==> config.mk <==
export PLATFORM = sky130hd
export DESIGN_NAME = mips_muldiv_ctrl
export DESIGN_NICKNAME = d
export VERILOG_FILES = /design/src/rtl/mips_muldiv_pkg.sv /design/src/rtl/mips_muldiv_step.sv /design/src/rtl/mips_muldiv_ctrl.sv
export SDC_FILE = /design/constraint.sdc
export NUM_CORES = 1
export LEC_CHECK = 0
export ABC_AREA = 1
export CAP_MARGIN = 5
export CORE_ASPECT_RATIO = 0.6
export CORE_MARGIN = 8
export CORE_UTILIZATION = 40
export DETAILED_ROUTE_END_ITERATION = 16
export SLEW_MARGIN = 20
export SYNTH_ARGS = -nofsm -noshare
export SYNTH_HDL_FRONTEND = slang
export SYNTH_HIERARCHICAL = 1
export SYNTH_SLANG_ARGS = --single-unit
export TNS_END_PERCENT = 20
==> constraint.sdc <==
create_clock -name clk -period 3.81 [get_ports clk]
set_input_delay 0.762 -clock clk [delete_from_list [all_inputs] [get_ports clk]]
set_output_delay 0.762 -clock clk [all_outputs]
set_load 0.05 [all_outputs]
==> src/rtl/mips_muldiv_pkg.sv <==
// Shared types for the HI/LO multiply/divide sequencer.
// Operation codes, FSM states and the iteration count.
package mips_muldiv_pkg;

   typedef enum logic [1:0] {
      OP_MULT,
      OP_MULTU,
      OP_DIV,
      OP_DIVU
   } muldiv_op_t;

   typedef enum logic [1:0] {
      S_IDLE,
      S_CALC,
      S_FIXUP
   } muldiv_state_t;

   localparam int MD_ITERS = 32;

endpackage

==> src/rtl/mips_muldiv_step.sv <==
// One iteration of the HI/LO datapath.
// Radix-2 shift-add for multiply, restoring step for divide.
module muldiv_step (
   input  logic        i_div,
   input  logic [63:0] i_acc,
   input  logic        i_bit,
   input  logic [31:0] i_opnd,
   output logic [63:0] o_acc
);

   logic [32:0] w_sum;
   logic [32:0] w_rem;
   logic [32:0] w_diff;

   // multiply adds into the upper half then shifts right;
   // divide shifts the next dividend bit into the remainder
   // and keeps the trial difference when it does not borrow
   always_comb begin
      w_sum  = {1'b0, i_acc[63:32]}
             + (i_bit ? {1'b0, i_opnd} : 33'd0);
      w_rem  = {i_acc[63:32], i_bit};
      w_diff = w_rem - {1'b0, i_opnd};
      if (i_div) begin
         if (w_diff[32])
            o_acc = {w_rem[31:0], i_acc[30:0], 1'b0};
         else
            o_acc = {w_diff[31:0], i_acc[30:0], 1'b1};
      end else begin
         o_acc = {w_sum, i_acc[31:1]};
      end
   end

endmodule

==> src/rtl/mips_muldiv_ctrl.sv <==
// HI/LO sequencer: MULT/MULTU/DIV/DIVU over 32 iterations,
// MTHI/MTLO writes and the PC stall while busy.
module mips_muldiv_ctrl
   import mips_muldiv_pkg::*;
#(
   parameter int ITERS = MD_ITERS
) (
   input  logic        clk,
   input  logic        rst_b,
   input  logic        start,
   input  logic [1:0]  op,
   input  logic [31:0] rs_data,
   input  logic [31:0] rt_data,
   input  logic        mthi,
   input  logic        mtlo,
   input  logic        rd_req,
   input  logic        cancel,
   output logic [31:0] hi,
   output logic [31:0] lo,
   output logic        busy,
   output logic        stall,
   output logic        done
);

   localparam logic [4:0] LP_LAST = 5'(ITERS - 1);

   muldiv_state_t r_state;
   muldiv_op_t    r_op;
   logic [4:0]    r_count;
   logic [31:0]   r_a;
   logic [31:0]   r_b;
   logic [31:0]   r_rs;
   logic          r_neg_q;
   logic          r_neg_r;
   logic          r_dz;
   logic [63:0]   r_acc;
   logic [31:0]   r_hi;
   logic [31:0]   r_lo;
   logic          r_done;

   muldiv_op_t    w_op;
   logic          w_sgn;
   logic          w_rs_neg;
   logic          w_rt_neg;
   logic          w_div;
   logic          w_bit;
   logic [31:0]   w_opnd;
   logic [63:0]   w_step;
   logic [63:0]   w_prod_n;
   logic [31:0]   w_fix_hi;
   logic [31:0]   w_fix_lo;

   // operand conditioning at issue and per-iteration selects
   always_comb begin
      w_op     = muldiv_op_t'(op);
      w_sgn    = (w_op == OP_MULT) || (w_op == OP_DIV);
      w_rs_neg = w_sgn & rs_data[31];
      w_rt_neg = w_sgn & rt_data[31];
      w_div    = (r_op == OP_DIV) || (r_op == OP_DIVU);
      w_bit    = w_div ? r_a[31] : r_b[0];
      w_opnd   = w_div ? r_b : r_a;
   end

   muldiv_step u_step (
      .i_div  (w_div),
      .i_acc  (r_acc),
      .i_bit  (w_bit),
      .i_opnd (w_opnd),
      .o_acc  (w_step)
   );

   // sign correction and divide-by-zero result
   always_comb begin
      w_prod_n = -r_acc;
      w_fix_hi = r_acc[63:32];
      w_fix_lo = r_acc[31:0];
      if (r_dz) begin
         w_fix_hi = r_rs;
         w_fix_lo = 32'hFFFF_FFFF;
      end else if (w_div) begin
         if (r_neg_r) w_fix_hi = -r_acc[63:32];
         if (r_neg_q) w_fix_lo = -r_acc[31:0];
      end else if (r_neg_q) begin
         w_fix_hi = w_prod_n[63:32];
         w_fix_lo = w_prod_n[31:0];
      end
   end

   // sequencer FSM, operand/accumulator and HI/LO registers
   always_ff @(posedge clk or negedge rst_b) begin
      if (!rst_b) begin
         r_state <= S_IDLE;
         r_op    <= OP_MULT;
         r_count <= 5'd0;
         r_a     <= 32'd0;
         r_b     <= 32'd0;
         r_rs    <= 32'd0;
         r_neg_q <= 1'b0;
         r_neg_r <= 1'b0;
         r_dz    <= 1'b0;
         r_acc   <= 64'd0;
         r_hi    <= 32'd0;
         r_lo    <= 32'd0;
         r_done  <= 1'b0;
      end else begin
         r_done <= 1'b0;
         if (cancel) begin
            r_state <= S_IDLE;
            r_count <= 5'd0;
         end else begin
            case (r_state)
               S_IDLE: begin
                  if (start) begin
                     r_state <= S_CALC;
                     r_op    <= w_op;
                     r_count <= 5'd0;
                     r_a     <= w_rs_neg ? -rs_data : rs_data;
                     r_b     <= w_rt_neg ? -rt_data : rt_data;
                     r_rs    <= rs_data;
                     r_neg_q <= w_rs_neg ^ w_rt_neg;
                     r_neg_r <= w_rs_neg;
                     r_dz    <= w_op[1] & (rt_data == 32'd0);
                     r_acc   <= 64'd0;
                  end else begin
                     if (mthi) r_hi <= rs_data;
                     if (mtlo) r_lo <= rs_data;
                  end
               end
               S_CALC: begin
                  r_acc   <= w_step;
                  r_count <= r_count + 5'd1;
                  if (w_div) r_a <= {r_a[30:0], 1'b0};
                  else       r_b <= {1'b0, r_b[31:1]};
                  if (r_count == LP_LAST) begin
                     r_state <= S_FIXUP;
                     r_count <= 5'd0;
                  end
               end
               S_FIXUP: begin
                  r_hi    <= w_fix_hi;
                  r_lo    <= w_fix_lo;
                  r_done  <= 1'b1;
                  r_state <= S_IDLE;
               end
               default: r_state <= S_IDLE;
            endcase
         end
      end
   end

   assign hi    = r_hi;
   assign lo    = r_lo;
   assign done  = r_done;
   assign busy  = (r_state != S_IDLE);
   assign stall = busy & (start | rd_req | mthi | mtlo);

endmodule
# ---- Word-level counts from Yosys, hierarchy flattened
# Index checks and enable logic that the tools add are counted.
dict set report op_classes {
  addsub 8
  eq_ne 14
  n_mux 39
  bitwise 9
  n_reduce_logical 17
}
# operator count
set op_table {}
lappend op_table {{$mux 32} 20}
lappend op_table {{$pmux 32 s2} 4}
lappend op_table {{$mux 64} 3}
lappend op_table {{$neg 32->32} 4}
lappend op_table {{$pmux 64 s2} 1}
lappend op_table {{$neg 64->64} 1}
lappend op_table {{$add 32x33->33} 1}
lappend op_table {{$sub 33x32->33} 1}
lappend op_table {{$logic_not 32->1} 1}
lappend op_table {{$reduce_and 4->1} 4}
lappend op_table {{$mux 5} 3}
lappend op_table {{$ne 2x2->1 const B} 5}
lappend op_table {{$pmux 5 s2} 1}
lappend op_table {{$eq 2x2->1 const B} 4}
lappend op_table {{$mux 2} 3}
lappend op_table {{$ne 3x3->1 const B} 2}
lappend op_table {{$reduce_and 3->1} 2}
lappend op_table {{$reduce_bool 2->1} 3}
lappend op_table {{$add 5x1->5 const B} 1}
lappend op_table {{$eq 5x5->1 const B} 1}
lappend op_table {{$and 1x1->1} 4}
lappend op_table {{$logic_not 2->1} 2}
lappend op_table {{$pmux 2 s2} 1}
lappend op_table {{$reduce_and 2->1} 2}
lappend op_table {{8 further kinds} 13}
dict set report totals {
  regBits 237
  input_bits 73
  word_cells 100
}

# ---- Depth between registers and ports, before layout
# Gate-level depths: netlist of the first run.
dict set report logic_depth {
  word_depth 7
  mapped_depth 24
  mapped_depth_nobuf 21
}

# ---- Hierarchy
# The synthesis of the first run kept the hierarchy.
# module instances cells_per_inst area_each_um2 seq_area_each_um2
set by_module_without_submodules {}
lappend by_module_without_submodules {mips_muldiv_ctrl 1 2240 14671.6 5905.7}
lappend by_module_without_submodules {muldiv_step 1 1307 6453.7 0.0}

# ---- Worst setup path before layout of the first run
# No wires, ideal clock.
dict set report synth_path {
  path_kind {register to register}
  start {register r_op[1]}
  end {register r_acc[52]}
  t_arrival_ns 3.162
  required_ns 3.680
  setup_slack_ns 0.518
  path_stages_with_launch 25
  synth_period_minus_slack_ns 3.292
  cell_sequence {dfrtp_1 > clkbuf_1 > clkbuf_1 > nand2_1 > o21ai_0 > inv_1 > ha_1 > fa_1 > inv_1 > nand2_1 > nand2_1 > nand3_1 > nand2_2 > nand2_2 > nand2_4 > nand2_4 > nand2_4 > nand2_8 > nand2_8 > buf_12 > nand2_2 > nand3_1 > nand2_1 > nand2_1 > o21ai_0}
}
dict set report synth_via {
  elab_chain_len 7
  word_cells_on_any_way 11
}
# element line
set synth_rtl {}
lappend synth_rtl {{start, declared} mips_muldiv_ctrl.sv:28} ;# muldiv_op_t r_op;
lappend synth_rtl {{start signal, assigned} mips_muldiv_ctrl.sv:115} ;# r_op <= w_op;
lappend synth_rtl {{$eq 2x2->1} mips_muldiv_ctrl.sv:59} ;# w_div = (r_op == OP_DIV) || (r_op == OP_DIVU);
lappend synth_rtl {{$logic_or 1x1->1 (*)} mips_muldiv_ctrl.sv:59}
lappend synth_rtl {{$mux 1 (*)} mips_muldiv_ctrl.sv:60} ;# w_bit = w_div ? r_a[31] : r_b[0];
lappend synth_rtl {{via w_bit} mips_muldiv_ctrl.sv:46} ;# logic w_bit;
lappend synth_rtl {{$mux 32 / $sub 33x32->33 (equally long branches)} {mips_muldiv_step.sv:20, mips_muldiv_step.sv:22}}
lappend synth_rtl {{$add 32x33->33 / $mux 64 (equally long branches)} {mips_muldiv_step.sv:20, mips_muldiv_step.sv:24}}
lappend synth_rtl {{$mux 64 (*)} mips_muldiv_step.sv:23} ;# if (i_div) begin
lappend synth_rtl {{via w_step[52]} mips_muldiv_ctrl.sv:48} ;# logic [63:0] w_step;
lappend synth_rtl {{$pmux 64 s2 (*)} mips_muldiv_ctrl.sv:111} ;# case (r_state)
lappend synth_rtl {{end signal, assigned} mips_muldiv_ctrl.sv:130} ;# r_acc <= w_step;
lappend synth_rtl {{end, declared} mips_muldiv_ctrl.sv:36} ;# logic [63:0] r_acc;
# Mark *: on every way through the listed nets, which the timed path passes. The rest lies on a longest branch.
# A chain may end at the register's enable or synchronous reset.

# ---- Worst setup path in the final report of the first run
dict set report layout_path {
  start {register r_op[1]}
  end {register r_acc[51]}
}
dict set report layout_via {
  elab_chain_len 7
  word_cells_on_any_way 11
}
# element line
set layout_rtl {}
lappend layout_rtl {{$eq 2x2->1} mips_muldiv_ctrl.sv:59}
lappend layout_rtl {{$logic_or 1x1->1 (*)} mips_muldiv_ctrl.sv:59}
lappend layout_rtl {{$mux 32 (*)} mips_muldiv_ctrl.sv:61} ;# w_opnd = w_div ? r_b : r_a;
lappend layout_rtl {{via w_opnd[18]} mips_muldiv_ctrl.sv:47} ;# logic [31:0] w_opnd;
lappend layout_rtl {{$mux 32 / $sub 33x32->33 (equally long branches)} {mips_muldiv_step.sv:20, mips_muldiv_step.sv:22}}
lappend layout_rtl {{$add 32x33->33 / $mux 64 (equally long branches)} {mips_muldiv_step.sv:20, mips_muldiv_step.sv:24}}
lappend layout_rtl {{$mux 64 (*)} mips_muldiv_step.sv:23}
lappend layout_rtl {{via w_step[51]} mips_muldiv_ctrl.sv:48}
lappend layout_rtl {{$pmux 64 s2 (*)} mips_muldiv_ctrl.sv:111}
# Marks and branches as above.

==> results of run 1 <==
==> cell usage after synthesis (all sizes together) <==
| cell | count |
|---|---|
| mux2i | 1 |
| ha | 71 |
| nand3 | 250 |
| o211ai | 13 |
| o221ai | 13 |
| a21oi | 197 |
| a22o | 1 |
| xor2 | 22 |
| o31ai | 6 |
| o21a | 6 |
| and2 | 7 |
| and3 | 1 |
| o22ai | 4 |
| clkinv | 1 |
| a21o | 2 |
| dlygate4sd1 | 1 |
| o21ai | 365 |
| dfrtp | 236 |
| a32o | 1 |
| xnor2 | 8 |
| fa | 2 |
| a31oi | 4 |
| nor3 | 41 |
| or2 | 12 |
| a21boi | 3 |
| o21bai | 14 |
| inv | 481 |
| clkbuf | 91 |
| nor4 | 6 |
| nand3b | 20 |
| nor2 | 505 |
| nand4 | 46 |
| buf | 31 |
| nand2 | 1085 |
==> power breakdown <==
part           switching (mW)  internal (mW)
registers               0.789           3.10
clock network            1.18           1.53
logic                    9.19           3.85
total                    11.2           8.48
==> routing by layer <==
metal | share of wire [%] | routed length [um] | global-route usage [%]
met5 | 0.0097 | 9 | 0
met3 | 14 | 12900 | 11.5
met2 | 36 | 33500 | 36.7
met1 | 49 | 44900 | 46.2
met4 | 1.4 | 1250 | 4.11
==> logic make-up (layout without fill, tap and decap cells) <==
logic type / after synthesis / after routing / share of synthesized area, %
muxes: 1 / 1 / 0.0474
and+or+nand+nor: 1973 / 1973 / 39.0
adders and majority gates: 73 / 73 / 4.39
DFF: 236 / 236 / 28.0
xor gates and xnor gates: 30 / 30 / 1.24
AOI/OAI and AO/OA: 629 / 629 / 15.9
buffers and inverters: 605 / 755 / 11.5
==> worst max-delay path: cells and delay by family, from the launching register on <==
kind,cells,cell delay [ps]
buffers and inverters,4,590
AND/OR/NAND/NOR,11,1590
adder cells (fa/ha/maj),1,360
flip-flops,1,600
AO/OA/AOI/OAI,2,370
==> through the flow <==
| stage | power [mW] | area (um^2) | util [%] | std cells | hold WS [ps] |
|---|---|---|---|---|---|
| 3_3_place_gp | 16.5 | 23600 | 45.0 | 4355 | 464 |
| 5_1_grt | 20.9 | 24400 | 46.7 | 4400 | 281 |
| 3_5_place_dp | 16.4 | 23600 | 45.0 | 4355 | 469 |
| 6_report | 19.6 | 24400 | 46.7 | 4400 | 201 |
| 4_1_cts | 19.2 | 24400 | 46.6 | 4400 | 308 |
| 2_1_floorplan | 11.9 | 21100 | - | 3547 | 448 |
==> how the worst max path moves through the flow <==
stage,from,to,slack (ps),cells after the start
CTS,r_op[1],r_acc[63],110,18
finish,r_op[1],r_acc[51],120,18
detailed placement,r_op[1],r_acc[63],120,18
global route,r_op[1],r_acc[62],40,18
floorplan,r_op[1],r_acc[52],520,24
global placement,r_op[1],r_acc[63],160,18
==> registers in the layout (all words and copies together) (netlist names), 2 cells and up <==
signal	flops
r_state	2
lo	32
r_acc	64
r_count	5
r_b	32
r_a	32
r_rs	32
hi	32
==> area by class of cell <==
class	count	area (um^2)	area share (%)
Inverter	482	1810	7.40
Timing Repair Buffer	228	2130	8.70
Multi-Input combinational cell	2706	12800	52.5
Clock inverter	11	166	0.681
Clock buffer	34	709	2.90
Sequential cell	236	5910	24.2
Tap cell	703	880	3.60
==> what timing repair did <==
action	CTS	global route
gates resized for setup	0	7
endpoints found under the setup margin	0	19
setup buffers	0	0
==> results.sh, run 1 <==
export IMPL_status="finished, final reports clean"
export IMPL_antenna_found_initial=3
export IMPL_n_fill_cell=5658
export IMPL_drt_iter0_drc=3234
export IMPL_worstSetupEndpointType="register"
export IMPL_totalWireLength_um=92600
export IMPL_final_common_cell="nand2_1"
export IMPL_cts_max_path_buffers=3
export IMPL_fmax_mhz=271
export IMPL_crit_type="register to register"
export IMPL_grt_max_degree=109
export IMPL_yosysTopAreaCellShare_pct=28.0
export IMPL_relSlewSlack_pct=27.4
export IMPL_final_nets=3825
export IMPL_ctsRootBufferMaster="clkbuf_16"
export IMPL_fin_ws_ps=124
export IMPL_maxCapViolCount=0
export IMPL_drtPass1Iterations=6
export IMPL_reg2reg_from="r_op[1]"
export IMPL_io_pins=140
export IMPL_grt_usage_pct=29.3
export IMPL_fp_dieW_um=313
export IMPL_place_ws_ps=123
export IMPL_rsz0062_at_grt="no"
export IMPL_cts_tree="done"
export IMPL_fp_coreArea_mm2=0.0524
export IMPL_cts_hold_repair_buffers=0
export IMPL_numPortBuffers=139
export IMPL_clkLatencyLatePin_ps=560
export IMPL_area_growth_pct=15.7
export IMPL_row_count=65
export IMPL_cp_common_cell="nand2_1"
export IMPL_wl_per_cell_um=21.1
export IMPL_die_area_mm2=0.0607
export IMPL_p_leak_nw=12.8
export IMPL_grt_pass1_wl_um=137000
export IMPL_overflow=0
export IMPL_yosys_warnings=6
export IMPL_r2r_slack_ps=120
export IMPL_die_y_um=194
export IMPL_r2r_end="r_acc[51]"
export IMPL_power_density_mw_per_mm2=803
export IMPL_post_route_drc_count=0
export IMPL_clock_skew_ps=14.2
export IMPL_worstPathCellList="buf_12 > o21ai_0 > buf_4 > inv_1 > ha_1 > nand2_1 > nor2_1 > inv_1 > nor2_2 > nand3_1 > nand3_1 > nand2_1 > nand2_1 > nand2_1 > nand3_1 > nand2_1 > nand2_1 > o21ai_0"
export IMPL_synthTopCellsByArea="dfrtp_1 28%, nand2_1 19%, nor2_1 8.8%"
export IMPL_synth_cells=3547
export IMPL_ant_nets=0
export IMPL_tightest_slew_ps=1090
export IMPL_ys_seq_area_share_pct=28.0
export IMPL_synth_area_leader_cell="dfrtp_1"
export IMPL_cp_start_kind="register"
export IMPL_drv_slew=0
export IMPL_vias=23886
export IMPL_clock_sinks=236
export IMPL_insertedDiodeCount=0
export IMPL_vias_per_cell=5.43
export IMPL_final_cell_mix="1,055 x nand2_1, 492 x nor2_1, 472 x inv_1, 356 x o21ai_0, 247 x nand3_1"
export IMPL_cts_buffers=25
export IMPL_critical_path_max_stage_delay_ps=600
export IMPL_start_util_pct=40.3
export IMPL_detailed_place_hpwl_um=74400
export IMPL_peakVddDrop_v=0.000451
export IMPL_grt_pass1_vias=21502
export IMPL_finalHoldViolCount=0
export IMPL_synthesis_area_per_instance_um2=5.96
export IMPL_drive_gt1_share_pct=5.63
export IMPL_synth_cell_type_count=55
export IMPL_fin_tns_setup_ps=0
export IMPL_setup_viol=0
export IMPL_crit_slowest_cell="dfrtp_4"
export IMPL_crit_arrival_ps=4110
export IMPL_min_period_over_period_pct=96.8
export IMPL_path_clk_slew_ps=70
export IMPL_globalplace_congestion=1.03
export IMPL_worst_hold_path_type="input port to asynchronous set/reset pin"
export IMPL_syn_area_mm2=0.0211
export IMPL_syn_nets=3693
export IMPL_worst_r2r_path_depth=18
export IMPL_fin_crit_ps=3690
export IMPL_ys_seq_elements=236
export IMPL_worstPathRequired_ps=4230
export IMPL_htree_levels=1
export IMPL_path_max_fanout=36
No activity file was read; power rests on OpenSTA's default activity.
==> run 2: changes to the inputs <==
--- a/config.mk
+++ b/config.mk
@@ -11,6 +11,7 @@
 export CORE_MARGIN = 8
 export CORE_UTILIZATION = 40
 export DETAILED_ROUTE_END_ITERATION = 16
+export SKIP_CTS_REPAIR_TIMING = 1
 export SLEW_MARGIN = 20
 export SYNTH_ARGS = -nofsm -noshare
 export SYNTH_HDL_FRONTEND = slang
==> constraint.sdc (replaced) <==
create_clock -name clk -period 3.81 [get_ports clk]
set_input_delay 0.5715 -clock clk [delete_from_list [all_inputs] [get_ports clk]]
set_output_delay 0.5715 -clock clk [all_outputs]
set_load 0.05 [all_outputs]
==> run 2 against run 1 <==
- critical path depth shrank 3
- register-to-register slack lost 90 ps
- total power grew 0.49%
- clock power shrank 8.9%
- sequential power grew 1%
- global-route usage grew 0.47 points
- die area is the same
- final area is essentially flat
==> results.sh, run 2 (synthesized netlist as in run 1, its figures left out) <==
export IMPL_clkLatencyLatePin_ps=570
export IMPL_endpoint="r_acc[63]"
export IMPL_max_flop_register="r_acc"
export IMPL_antenna_found_initial=2
export IMPL_row_count=65
export IMPL_worstPathRequired_ps=4220
export IMPL_power_density_mw_per_mm2=808
export IMPL_setup_viol=0
export IMPL_largest_reg_flops=64
export IMPL_final_common_cell="nand2_1"
export IMPL_cp_start_kind="register"
export IMPL_area_growth_pct=15.6
export IMPL_drv_slew=0
export IMPL_r2r_end="r_acc[63]"
export IMPL_die_y_um=194
export IMPL_grt_usage_pct=29.7
export IMPL_crit_cells=15
export IMPL_fmax_mhz=265
export IMPL_finalHoldViolCount=0
export IMPL_wl_per_cell_um=21.3
export IMPL_tightest_slew_ps=984
export IMPL_grtUsageMet3_pct=15.8
export IMPL_worst_hold_path_type="input port to asynchronous set/reset pin"
export IMPL_reg2reg_from="r_op[1]"
export IMPL_r2r_slack_ps=30
export IMPL_htree_levels=1
export IMPL_crit_type="register to register"
export IMPL_globalplace_congestion=1.03
export IMPL_cp_top_family="compound AO/OA/AOI/OAI gates"
export IMPL_cp_common_cell="nand2_1"
export IMPL_worst_r2r_path_depth=15
export IMPL_vias=23898
export IMPL_p_leak_nw=12.8
export IMPL_min_period_over_period_pct=99.1
export IMPL_fin_tns_setup_ps=0
export IMPL_crit_arrival_ps=4190
export IMPL_critPathBufInv=2
export IMPL_rsz0062_at_grt="no"
export IMPL_cts_max_path_buffers=3
export IMPL_use_met2_pct=37.7
export IMPL_use_met1_pct=43.6
export IMPL_final_cell_mix="1,055 x nand2_1, 492 x nor2_1, 472 x inv_1, 352 x o21ai_0, 247 x nand3_1"
export IMPL_ant_nets=0
export IMPL_p_total_mw=19.7
export IMPL_die_area_mm2=0.0607
export IMPL_drtPass1Iterations=6
export IMPL_fin_crit_ps=3780
export IMPL_fp_coreArea_mm2=0.0524
export IMPL_grt_pass1_wl_um=139000
export IMPL_crit_slowest_cell="o21ai_0"
export IMPL_clock_skew_ps=21.9
export IMPL_maxCapViolCount=0
export IMPL_fp_dieW_um=313
export IMPL_peakVddDrop_v=0.000446
export IMPL_numPortBuffers=139
export IMPL_clock_sinks=236
export IMPL_grt_max_degree=97
export IMPL_post_route_drc_count=0
export IMPL_cts_buffers=24
export IMPL_vias_per_cell=5.43
export IMPL_final_nets=3828
export IMPL_status="finished, final reports clean"
export IMPL_critical_path_max_stage_delay_ps=830
export IMPL_insertedDiodeCount=0
export IMPL_detailed_place_hpwl_um=75300
export IMPL_worstPathCellList="o21ai_0 > nand2_1 > inv_1 > ha_1 > a21oi_1 > buf_4 > a21boi_0 > a21boi_0 > nand3_1 > nand2_1 > nand2_1 > nand2_1 > nand2_1 > nand2_1 > o21ai_0"
export IMPL_relSlewSlack_pct=33.7
export IMPL_io_pins=140
export IMPL_ctsRootBufferMaster="clkbuf_16"
export IMPL_totalWireLength_um=93700
export IMPL_overflow=0
export IMPL_drt_iter0_drc=3121
export IMPL_crit_start="r_op[1]"
export IMPL_worstSetupEndpointType="register"
export IMPL_top_usage_layer="met1"
export IMPL_path_max_fanout=29
export IMPL_cts_tree="done"
export IMPL_grt_pass1_vias=21990
export IMPL_path_clk_slew_ps=70
export IMPL_start_util_pct=40.3
export IMPL_drive_gt1_share_pct=5.60
## run 2: changes by cell type in the layout (fill, tap and decap cells not counted), sizes merged
| cell | before | now |
|---|---|---|
| clkinv | 6 | 9 |
| clkinvlp | 0 | 1 |
| inv | 484 | 480 |
| buf | 90 | 94 |
| bufinv | 3 | 1 |
## run 2: worst min path at each step
stage | slack [ps] | cells past startpoint | end | start
after floorplan | 280 | 0 | done | rst_b
after global placement | 460 | 2 | r_rs[13] | r_rs[13]
after detailed placement | 470 | 2 | r_a[26] | r_a[26]
after CTS | 80 | 1 | r_acc[7] | rst_b
after global routing | 110 | 1 | r_acc[8] | rst_b
final | 50 | 1 | r_acc[7] | rst_b
## run 2: cell type report
cell class	instances	area (um^2)
Fill cell	5677	27900
Timing Repair Buffer	232	2210
Tap cell	703	880
Sequential cell	236	5910
Multi-Input combinational cell	2706	12800
Inverter	482	1810
Clock inverter	9	97.6
Clock buffer	34	688
## run 2: metrics by stage
step	hold WS (ps)	util, %	setup slack [ps]	cells	area [um^2]
after floorplan	276	-	518	3547	21100
after global placement	463	45.1	183	4358	23600
after detailed placement	466	45.1	266	4358	23600
after CTS	76.7	46.6	254	4401	24400
after global routing	109	46.6	7.79	4402	24400
final	49.0	46.6	32.8	4402	24400
## run 2: layer usage
layer | up-vias | wire (um)
met5 | - | 142
met4 | 6 | 1700
met3 | 103 | 14400
met2 | 1084 | 33900
met1 | 11117 | 43500
li1 | 11588 | -
## run 2: where the power goes
| part | internal [mW] | total [mW] | switching, mW |
|---|---|---|---|
| clock | 1.34 | 2.47 | 1.14 |
| sequential | 3.10 | 3.93 | 0.827 |
| combinational | 3.98 | 13.3 | 9.35 |
